==> src/rtl/window_gen_3x3.sv <==
// window_gen_3x3: raster-scan to 3x3 neighbourhood generator.
// Two line buffers feed a shifting 3x3 tap array; interior windows only.
module window_gen_3x3 #(
    parameter int IMG_W = 64,
    parameter int IMG_H = 64,
    parameter int DW    = 8
) (
    input  logic                       clk,
    input  logic                       rst,
    input  logic [DW-1:0]              pix_in,
    input  logic                       pix_valid,
    input  logic                       pix_sof,
    output logic [DW-1:0]              xm1ym1,
    output logic [DW-1:0]              xm1y0,
    output logic [DW-1:0]              xm1yp1,
    output logic [DW-1:0]              x0ym1,
    output logic [DW-1:0]              x0y0,
    output logic [DW-1:0]              x0yp1,
    output logic [DW-1:0]              xp1ym1,
    output logic [DW-1:0]              xp1y0,
    output logic [DW-1:0]              xp1yp1,
    output logic                       win_valid,
    output logic [$clog2(IMG_H)-1:0]   win_row,
    output logic [$clog2(IMG_W)-1:0]   win_col,
    output logic                       frame_done
);

    localparam int CW = $clog2(IMG_W);
    localparam int RW = $clog2(IMG_H);

    localparam logic [CW-1:0] CMAX = CW'(IMG_W - 1);
    localparam logic [RW-1:0] RMAX = RW'(IMG_H - 1);
    localparam logic [CW-1:0] C1   = CW'(1);
    localparam logic [RW-1:0] R1   = RW'(1);
    localparam logic [CW-1:0] C2   = CW'(2);
    localparam logic [RW-1:0] R2   = RW'(2);

    logic [CW-1:0] col;
    logic [RW-1:0] row;
    logic [CW-1:0] ec;
    logic [RW-1:0] er;
    logic          acc;
    logic          interior;
    logic          last;

    logic [DW-1:0] lb1 [IMG_W];
    logic [DW-1:0] lb2 [IMG_W];
    logic [DW-1:0] top_new;
    logic [DW-1:0] mid_new;

    // Effective position of this pixel: start-of-frame forces (0,0).
    always_comb begin
        acc      = pix_valid;
        ec       = pix_sof ? '0 : col;
        er       = pix_sof ? '0 : row;
        interior = (er >= R2) && (ec >= C2);
        last     = (er == RMAX) && (ec == CMAX);
    end

    assign top_new = lb2[ec];
    assign mid_new = lb1[ec];

    // Position of the next accepted pixel, wrapping at line and frame end.
    always_ff @(posedge clk or negedge rst) begin
        if (!rst) begin
            col <= '0;
            row <= '0;
        end else if (acc) begin
            if (ec == CMAX) begin
                col <= '0;
                row <= (er == RMAX) ? '0 : er + R1;
            end else begin
                col <= ec + C1;
                row <= er;
            end
        end
    end

    // Line buffers: lb1 holds the previous line, lb2 the one before it.
    always_ff @(posedge clk) begin
        if (acc) begin
            lb2[ec] <= lb1[ec];
            lb1[ec] <= pix_in;
        end
    end

    // Tap array shifts left; the new right column comes from the buffers.
    always_ff @(posedge clk or negedge rst) begin
        if (!rst) begin
            xm1ym1 <= '0;
            xm1y0  <= '0;
            xm1yp1 <= '0;
            x0ym1  <= '0;
            x0y0   <= '0;
            x0yp1  <= '0;
            xp1ym1 <= '0;
            xp1y0  <= '0;
            xp1yp1 <= '0;
        end else if (acc) begin
            xm1ym1 <= xm1y0;
            xm1y0  <= xm1yp1;
            xm1yp1 <= top_new;
            x0ym1  <= x0y0;
            x0y0   <= x0yp1;
            x0yp1  <= mid_new;
            xp1ym1 <= xp1y0;
            xp1y0  <= xp1yp1;
            xp1yp1 <= pix_in;
        end
    end

    // Window strobe, centre coordinates and end-of-frame pulse.
    always_ff @(posedge clk or negedge rst) begin
        if (!rst) begin
            win_valid  <= 1'b0;
            frame_done <= 1'b0;
            win_row    <= '0;
            win_col    <= '0;
        end else begin
            win_valid  <= acc && interior;
            frame_done <= acc && last;
            if (acc && interior) begin
                win_row <= er - R1;
                win_col <= ec - C1;
            end
        end
    end

endmodule

==> config.mk <==
export PLATFORM = sky130hd
export DESIGN_NAME = window_gen_3x3
export DESIGN_NICKNAME = d
export VERILOG_FILES = /design/src/rtl/window_gen_3x3.sv
export SDC_FILE = /design/constraint.sdc
export NUM_CORES = 1
export LEC_CHECK = 0
export ABC_AREA = 1
export CAP_MARGIN = 20
export CORE_MARGIN = 4
export CORE_UTILIZATION = 40
export CTS_BUF_LIST = sky130_fd_sc_hd__clkbuf_4
export DETAILED_ROUTE_END_ITERATION = 6
export PLACE_DENSITY = 0.58
export SYNTH_ARGS = -nofsm -noshare
export SYNTH_HDL_FRONTEND = slang
export SYNTH_SLANG_ARGS = --single-unit
==> constraint.sdc <==
create_clock -name clk -period 4.6 [get_ports clk]
set_clock_uncertainty 0.15 [all_clocks]
set_input_delay 1.15 -clock clk [delete_from_list [all_inputs] [get_ports clk]]
set_output_delay 1.15 -clock clk [all_outputs]
set_load 0.05 [all_outputs]
Word level (Yosys, flattened, before mapping)
Memories as Yosys holds them, arrays and structs flattened. A register that Yosys moved wholly into a read port is not among the register bits.
Cells that the tools add are included.
- bits in writable memories: 1024
- flip-flop bits (word level): 90
- latch bits: 0
- memories: 2
- logic and storage cells: 36
- output and inout bits: 86
- input bits: 12
- memory bits (read-only): 0
- memories (name ; depth ; width ; read ports ; clocked after Yosys merged registers in ; write ports ; line ; source):
    lb1 ; 64 ; 8 ; 1 ; 0 ; 1 ; 46 ; logic [DW-1:0] lb1 [IMG_W];
    lb2 ; 64 ; 8 ; 1 ; 1 ; 1 ; 47 ; logic [DW-1:0] lb2 [IMG_W];
- equality and inequality tests: 2
- magnitude comparators: 2
- bitwise gates (word level): 0
- div/mod/pow operators: 0
- muxes and demuxes: 7
- add/subtract/negate cells: 4
- shift-type cells: 0
- $mul: 0
- reduce and logical (&&, ||, !) cells: 5
- operators by type and width (operator ; count):
    6-bit 2-to-1 mux ; 5
    6-bit by 1-bit adder with 6-bit output (second input constant) ; 2
    6-bit == test (second input constant) ; 2
    6-bit by 2-bit >= comparator with 1-bit output (second input constant) ; 2
    6-bit by 1-bit subtractor with 6-bit output (second input constant) ; 2
    1-bit logical AND ; 4
    1-bit 2-to-1 mux ; 2
    1-bit zero test ; 1

Longest topological paths before layout
Gate-level depths: netlist of the first run.
- word-level depth: 4
- mapped depth: 17
- gate-level depth less buffers: 14

Worst setup path before layout of the first run
OpenSTA, ideal clock, no wires.
- path type: input -> register
- from: input port pix_sof
- to: memory lb2[0][6], data pin
- path slack: 1.002 ns
- setup time: 0.359 ns
- required time: 4.091 ns
- stages on the path: 14
- buffers on the path: 3
- arrival: 3.089 ns
- cell sequence: buf_6 inv_4 nand2_4 inv_4 buf_4 clkbuf_1 nand2_1 nand2_1 nand2_1 nand2_1 nand2_1 nand2_1 nor2_1 nand2_1
- word-level cells in the longest chain between the ends: 2
- ends and longest elaborated chain (item ; line ; source):
    from (decl) ; 12 ; input logic pix_sof,
    6-bit 2-to-1 mux ; 54 ; ec = pix_sof ? '0 : col;
    memory read 64 x 8 bit ; -- ;
    to (decl) ; 47 ;
No other way between the ends.

Worst setup path in the final report of the first run
- from: register xm1yp1[3] (read register of lb2)
- to: output port xm1yp1[3]
- RTL lines (item ; line ; source):
    from (decl) ; 15 ; output logic [DW-1:0] xm1yp1,
No word-level cell between the ends.

==> results of run 1 <==
## sequential cells by signal, summed over array words and instances, names as in the netlist
| register | cells |
|---|---|
| lb1 | 512 |
| lb2 | 512 |
| x0y0 | 8 |
| x0ym1 | 8 |
| x0yp1 | 8 |
| xm1y0 | 8 |
| xm1ym1 | 8 |
| xm1yp1 | 8 |
| xp1y0 | 8 |
| xp1ym1 | 8 |
| xp1yp1 | 8 |
| col | 6 |
| row | 6 |
| win_col | 6 |
| win_row | 6 |
| frame_done | 1 |
| win_valid | 1 |
## power groups by stage
stage | logic, µW | registers, µW | clock network (µW)
final | 3220 | 11800 | 8260
after global routing | 3470 | 11800 | 9090
after CTS | 3230 | 11800 | 8510
after detailed placement | 3220 | 12000 | 0
after global placement | 3200 | 12000 | 0
after floorplan | 1250 | 12500 | 0
## cell type report
type	count	area (µm²)	share of cell area
clock inverter	66	309.0	0.005676
antenna	1	2.502	0.00004596
tap	1524	1907	0.03502
timing repair buffer	295	2805	0.05152
inverter	384	1446	0.02657
multi-input combinational	2761	11570	0.2124
sequential	1122	33210	0.6099
clock buffer	427	3206	0.05887
## cell usage in the layout, fill, tap and decap left out, types with 4 or more instances in the layout
| cell type | instances |
|---|---|
| nand4_1 | 4 |
| a21oi_1 | 5 |
| nand2_2 | 9 |
| nand3b_1 | 6 |
| inv_2 | 17 |
| inv_1 | 374 |
| a31oi_1 | 4 |
| o21a_1 | 21 |
| dfrtp_1 | 97 |
| clkinv_2 | 7 |
| nor2_4 | 6 |
| ha_1 | 6 |
| buf_4 | 167 |
| o21ai_1 | 16 |
| nand3_1 | 309 |
| clkbuf_4 | 427 |
| o211ai_1 | 68 |
| edfxtp_1 | 1024 |
| clkdlybuf4s50_1 | 87 |
| xor2_1 | 7 |
| buf_2 | 8 |
| nor2_1 | 284 |
| xnor2_1 | 4 |
| buf_12 | 31 |
| or2_2 | 4 |
| o21ai_0 | 115 |
| clkinv_1 | 48 |
| nand2_1 | 1878 |
## logic make-up (layout without fill, tap and decap cells)
kind of cell             count (synthesis)  in the layout  share of synthesized area
XOR/XNOR                                11             11                   0.002041
flip-flops                            1122           1122                     0.7034
other                                    0              1                          0
buffers and inverters                  605           1172                    0.05256
adder cells (fa/ha/maj)                  6              6                   0.001590
AND/OR/NAND/NOR                       2510           2510                     0.2105
AO/OA/AOI/OAI                          234            234                    0.02990
## metal layers
| layer | vias to the layer above | track usage | wire [µm] |
|---|---|---|---|
| li1 | 15650 | - | - |
| met2 | 1347 | 0.3547 | 63610 |
| met3 | 176 | 0.04986 | 11620 |
| met1 | 15840 | 0.2906 | 56700 |
| met5 | - | 0 | 0 |
| met4 | 0 | 0.07233 | 3137 |
## repair_timing
action / in CTS / in global routing
gates resized for setup: 0 / 0
endpoints found under the hold margin: 38 / 0
hold buffers: 2 / 0
## worst paths after layout
| check | start | end | slack [ns] | cells after the start |
|---|---|---|---|---|
| worst max-delay path | xm1yp1[3]$_DFFE_PN0P_ | xm1yp1[3] | 0.70 | 1 |
| worst min-delay path | pix_in[3] | lb1[51][3]$_DFFE_PP_ | 0.21 | 1 |
| max in group asynchronous | rst | xp1yp1[4]$_DFFE_PN0P_ | 3.13 | 3 |
| min in group asynchronous | rst | xm1y0[3]$_DFFE_PN0P_ | 0.38 | 2 |
| worst max register to register | col[0]$_DFFE_PN0P_ | lb2[9][6]$_DFFE_PP_ | 0.92 | 10 |
| worst min register to register | x0ym1[0]$_DFFE_PN0P_ | x0ym1[0]$_DFFE_PN0P_ | 0.32 | 2 |
## metrics by stage
step                  util  area [µm²]  std cells
CTS                 0.4665       54420       6578
global route        0.4667       54450       6580
finish              0.4667       54450       6580
floorplan                -       47200       4488
global placement    0.4362       50890       6083
detailed placement  0.4362       50890       6083
==> flow_metrics.py, run 1 <==
metrics = {
    "outcome": {
        "status": "completed",
    },
    "synthesis": {
        "synth-warning-count": 0,
        "synth.largest_area_cell": "edfxtp_1",
        "ys_seq_area_frac": 0.7034,
        "netlist.area_leader.share": 0.6514,
        "synth_ff_type": "edfxtp_1",
        "ys_types": 37,
        "synthTopCellsByCount": "nand2_1, edfxtp_1, inv_1",
        "yosys-top-cells-area": "edfxtp_1, nand2_1, dfrtp_1",
        "syn_area_per_cell_um2": 10.52,
        "syn-instance-count": 4488,
        "synth_edf_count": 1024,
        "syn_nets": 4506,
        "synth-async-reset-ratio": 0.08734,
        "synth_most_common_cell": "nand2_1",
        "ys_seq_elements": 1122,
        "syn_area_mm2": 0.04720,
    },
    "critical_path": {
        "critPathBufInv": 1,
        "critPathTopFamily": "buffers and inverters",
        "critPathMaxFanout": 3,
        "start_kind": "flip-flop",
        "end_kind": "output pin",
        "critPathSlowestCell": "clkdlybuf4s50_1",
        "criticalPathCategory": "reg2out",
        "arrival_ns": 2.60,
        "slowest_delay_ns": 0.88,
        "path_cells": "clkdlybuf4s50_1",
        "worst-endpoint-required_ns": 3.30,
    },
    "detailed_routing": {
        "wl_per_cell_um": 20.53,
        "wl_mm": 135.1,
        "drc": 0,
        "drt_first_pass_iters": 5,
        "drtIter0Drc": 2938,
        "vias": 33020,
        "ant_nets": 0,
        "routed_via_density": 5.018,
    },
    "final_layout": {
        "nNetsFinal": 4888,
        "drive_gt1_frac": 0.1363,
        "area_growth_pct": 15.35,
        "fillCellCount": 10840,
    },
    "power": {
        "powerDensity_mw_per_mm2": 426.9,
        "power_uw": 23240,
        "ir_drop_mv": 0.2178,
        "clkPwrFrac": 0.356,
        "leakagePower_uw": 0.02289,
        "p_seq_frac": 0.506,
        "switchingPower_uw": 6458,
        "p_int_uw": 16790,
        "switching_share": 0.2778,
        "p_comb_frac": 0.139,
    },
    "global_routing": {
        "grt_pass1_wl_mm": 200.7,
        "grtUsageTotal": 0.2181,
        "overflow": 0,
        "antenna_found_initial": 4,
        "grt_pass1_vias": 32070,
        "grt_max_degree": 85,
    },
    "cts": {
        "clock_latency_ns": 1.18,
        "cts_buffer_depth": 4,
        "clkTransAtPathRegs_ns": 0.06,
        "cts_setup_buffers": 0,
        "cts_tree": "yes",
        "cts_buffers": 306,
        "clockRootBuffer": "clkbuf_4",
        "cts_num_sinks": 1122,
        "htreeDepth": 5,
    },
    "sta": {
        "slew_headroom": 0.2802,
        "worstMarginPinSlew_ns": 1.080,
        "fin_crit_sh": 0.8478,
        "rsz0062_at_grt": "no",
        "fin_ws_ns": 0.7003,
        "finalHoldViolCount": 0,
        "timing.hold.ws_ns": 0.2126,
        "drv_slew": 0,
        "period_needed_ns": 3.900,
        "max_freq_mhz": 256.4,
        "finalSetupViolCount": 0,
        "fin_tns_setup_ns": 0,
    },
    "placed_design": {
        "routabilityCongestion": 0.8453,
        "dp_hpwl_mm": 80.58,
        "portBuffers": 97,
        "preCtsSetupSlack_ns": 0.01420,
    },
    "floorplan": {
        "start_util": 0.4046,
        "coreArea_mm2": 0.1167,
        "die-height_um": 351.5,
        "dieWidth_um": 351.5,
        "boundaryPins": 98,
        "dieArea_mm2": 0.1236,
        "rows": 125,
    },
    "hold_path": {
        "hold_class": "in2reg",
    },
    "job": {
        "drv_cap": 0,
    },
}
(Power assumes the default switching activity.)
==> run 2, diff against run 1 <==
--- a/config.mk
+++ b/config.mk
@@ -11,7 +11,7 @@
 export CORE_UTILIZATION = 40
 export CTS_BUF_LIST = sky130_fd_sc_hd__clkbuf_4
 export DETAILED_ROUTE_END_ITERATION = 6
-export PLACE_DENSITY = 0.58
+export PLACE_DENSITY = 0.6
 export SYNTH_ARGS = -nofsm -noshare
 export SYNTH_HDL_FRONTEND = slang
 export SYNTH_SLANG_ARGS = --single-unit
==> constraint.sdc (replaced) <==
create_clock -name clk -period 3.4 [get_ports clk]
set_clock_uncertainty 0.15 [all_clocks]
set_input_delay 0.85 -clock clk [delete_from_list [all_inputs] [get_ports clk]]
set_output_delay 0.85 -clock clk [all_outputs]
set_load 0.05 [all_outputs]
==> run 2 against run 1 <==
Compared with the run above: worst hold slack lost 0.063 ns; total power grew 38%; worst setup slack got worse by 0.56 ns; sequential power grew 34%; first-iteration DRC count up 11%; cell area increased by 5.1%; global-route usage increased by 0.35 points.
==> flow_metrics.py, run 2 (synthesis gave the netlist of run 1 again) <==
metrics = {
    "sta": {
        "slew_headroom": 0.4823,
        "period_needed_ns": 3.258,
        "fin_ws_ns": 0.1422,
        "rsz0062_at_grt": "no",
        "worstMarginPinSlew_ns": 0.7766,
        "fin_crit_sh": 0.9582,
        "finalHoldViolCount": 0,
        "drv_slew": 0,
        "finalSetupViolCount": 0,
        "max_freq_mhz": 307.0,
    },
    "final_layout": {
        "final_common_cell": "nand2_1",
        "reg_top3": "lb1: 512 flops, lb2: 512 flops",
        "drive_gt1_frac": 0.1708,
        "final_cell_mix": "nand2_1, edfxtp_1, clkbuf_4",
        "fillCellCount": 10590,
        "area_growth_pct": 21.20,
        "final_cells": 6791,
        "nNetsFinal": 5096,
        "post-route-util": 0.4903,
    },
    "critical_path": {
        "critPathMaxFanout": 2,
        "arrival_ns": 2.26,
        "path_cells": "clkdlybuf4s50_1",
        "r2r_setup_slack_ns": 0.24,
        "worst-endpoint-required_ns": 2.40,
        "criticalPathCategory": "reg2out",
        "critPathSlowestCell": "clkdlybuf4s50_1",
        "end_kind": "output pin",
        "slowest_delay_ns": 0.81,
        "critPathTopFamily": "buffers and inverters",
        "critPathBufInv": 1,
        "start_kind": "flip-flop",
    },
    "power": {
        "ir_drop_mv": 0.3132,
        "powerDensity_mw_per_mm2": 560.1,
        "power_uw": 32040,
        "leakagePower_uw": 0.02448,
    },
    "floorplan": {
        "die-height_um": 351.5,
        "coreArea_mm2": 0.1167,
        "start_util": 0.4046,
        "boundaryPins": 98,
        "dieWidth_um": 351.5,
        "rows": 125,
        "dieArea_mm2": 0.1236,
    },
    "cts": {
        "cts_buffers": 309,
        "htreeDepth": 5,
        "clockRootBuffer": "clkbuf_4",
        "cts_buffer_depth": 4,
        "cts_setup_buffers": 0,
        "cts_num_sinks": 1122,
        "cts_tree": "yes",
        "clkTransAtPathRegs_ns": 0.06,
        "clock_latency_ns": 1.17,
    },
    "global_routing": {
        "grt_max_degree": 73,
        "antenna_found_initial": 3,
        "grt_pass1_wl_mm": 204.9,
        "overflow": 0,
        "grt_pass1_vias": 33040,
        "grtUsageTotal": 0.2216,
    },
    "detailed_routing": {
        "dr_wl_met2_mm": 64.58,
        "drtIter0Drc": 3257,
        "wl_mm": 136.2,
        "routed_via_density": 4.985,
        "vias": 33850,
        "ant_nets": 0,
        "drt_first_pass_iters": 5,
        "top_layer_used": "met5",
        "wl_met1_mm": 57.06,
        "dr_wl_met3_mm": 10.39,
        "wl_per_cell_um": 20.05,
        "drc": 0,
    },
    "outcome": {
        "status": "completed",
    },
    "placed_design": {
        "dp_cells": 6281,
        "routabilityCongestion": 0.8777,
        "dp_hpwl_mm": 86.98,
        "preCtsSetupSlack_ns": -0.6269,
        "portBuffers": 97,
    },
    "job": {
        "drv_cap": 0,
    },
    "hold_path": {
        "hold_class": "in2reg",
    },
}
[run 2: cell types whose count changed in the layout (fill, tap and decap cells not counted), sizes merged, moves of 4 or more]
cell	before	now
dlygate4sd3	2	10
buf	206	403
clkbuf	427	435
clkinv	55	51
clkdlybuf4s50	87	5
dlygate4sd2	0	79
[run 2: where the power goes]
part | internal [µW] | leakage, µW | total (µW) | switching (µW)
registers | 15700 | 0.0105 | 15800 | 167
logic | 1370 | 0.0118 | 4710 | 3340
clock network | 6140 | 0.00219 | 11500 | 5350
[run 2: through the flow]
stage                     setup TNS [ns]  cell area, µm²  hold WS (ns)
after floorplan                        0           47200        0.2994
after global placement           -242.18           53570        0.3049
after detailed placement         -248.87           53570        0.3081
after CTS                              0           57200      0.009331
after global routing                   0           57210       0.05290
final                                  0           57210        0.1493
[run 2: final timing paths]
path | cells past startpoint | from | endpoint
worst max-delay path | 1 | xm1yp1[3]$_DFFE_PN0P_ | xm1yp1[3]
worst min-delay path | 3 | pix_in[7] | xp1yp1[7]$_DFFE_PN0P_
worst max register to register | 13 | col[0]$_DFFE_PN0P_ | xm1yp1[0]$_DFFE_PN0P_
worst min register to register | 2 | x0ym1[0]$_DFFE_PN0P_ | x0ym1[0]$_DFFE_PN0P_
max in group asynchronous | 4 | rst | row[3]$_DFFE_PN0P_
min in group asynchronous | 3 | rst | win_row[5]$_DFFE_PN0P_
[run 2: final cells by class]
cell class / count / area (µm²) / share of cell area
Timing Repair Buffer: 500 / 5449 / 0.09524
Antenna cell: 2 / 5.005 / 0.00008748
Clock buffer: 435 / 3266 / 0.05708
Tap cell: 1524 / 1907 / 0.03333
Inverter: 384 / 1446 / 0.02528
Clock inverter: 63 / 366.6 / 0.006408
Multi-Input combinational cell: 2761 / 11570 / 0.2022
Sequential cell: 1122 / 33210 / 0.5804
[run 2: per-layer routing]
metal,GRT usage,vias to the layer above
met1,0.2932,16230
met5,0,-
met3,0.04644,231
met2,0.3609,1301
li1,-,16090
met4,0.08454,2
[run 2: timing repair]
item,4_1_cts,5_1_grt
gates resized for setup,79,3
endpoints found under the setup margin,79,3
hold buffers,10,0
hold endpoints to repair,119,0
pin swaps,0,0
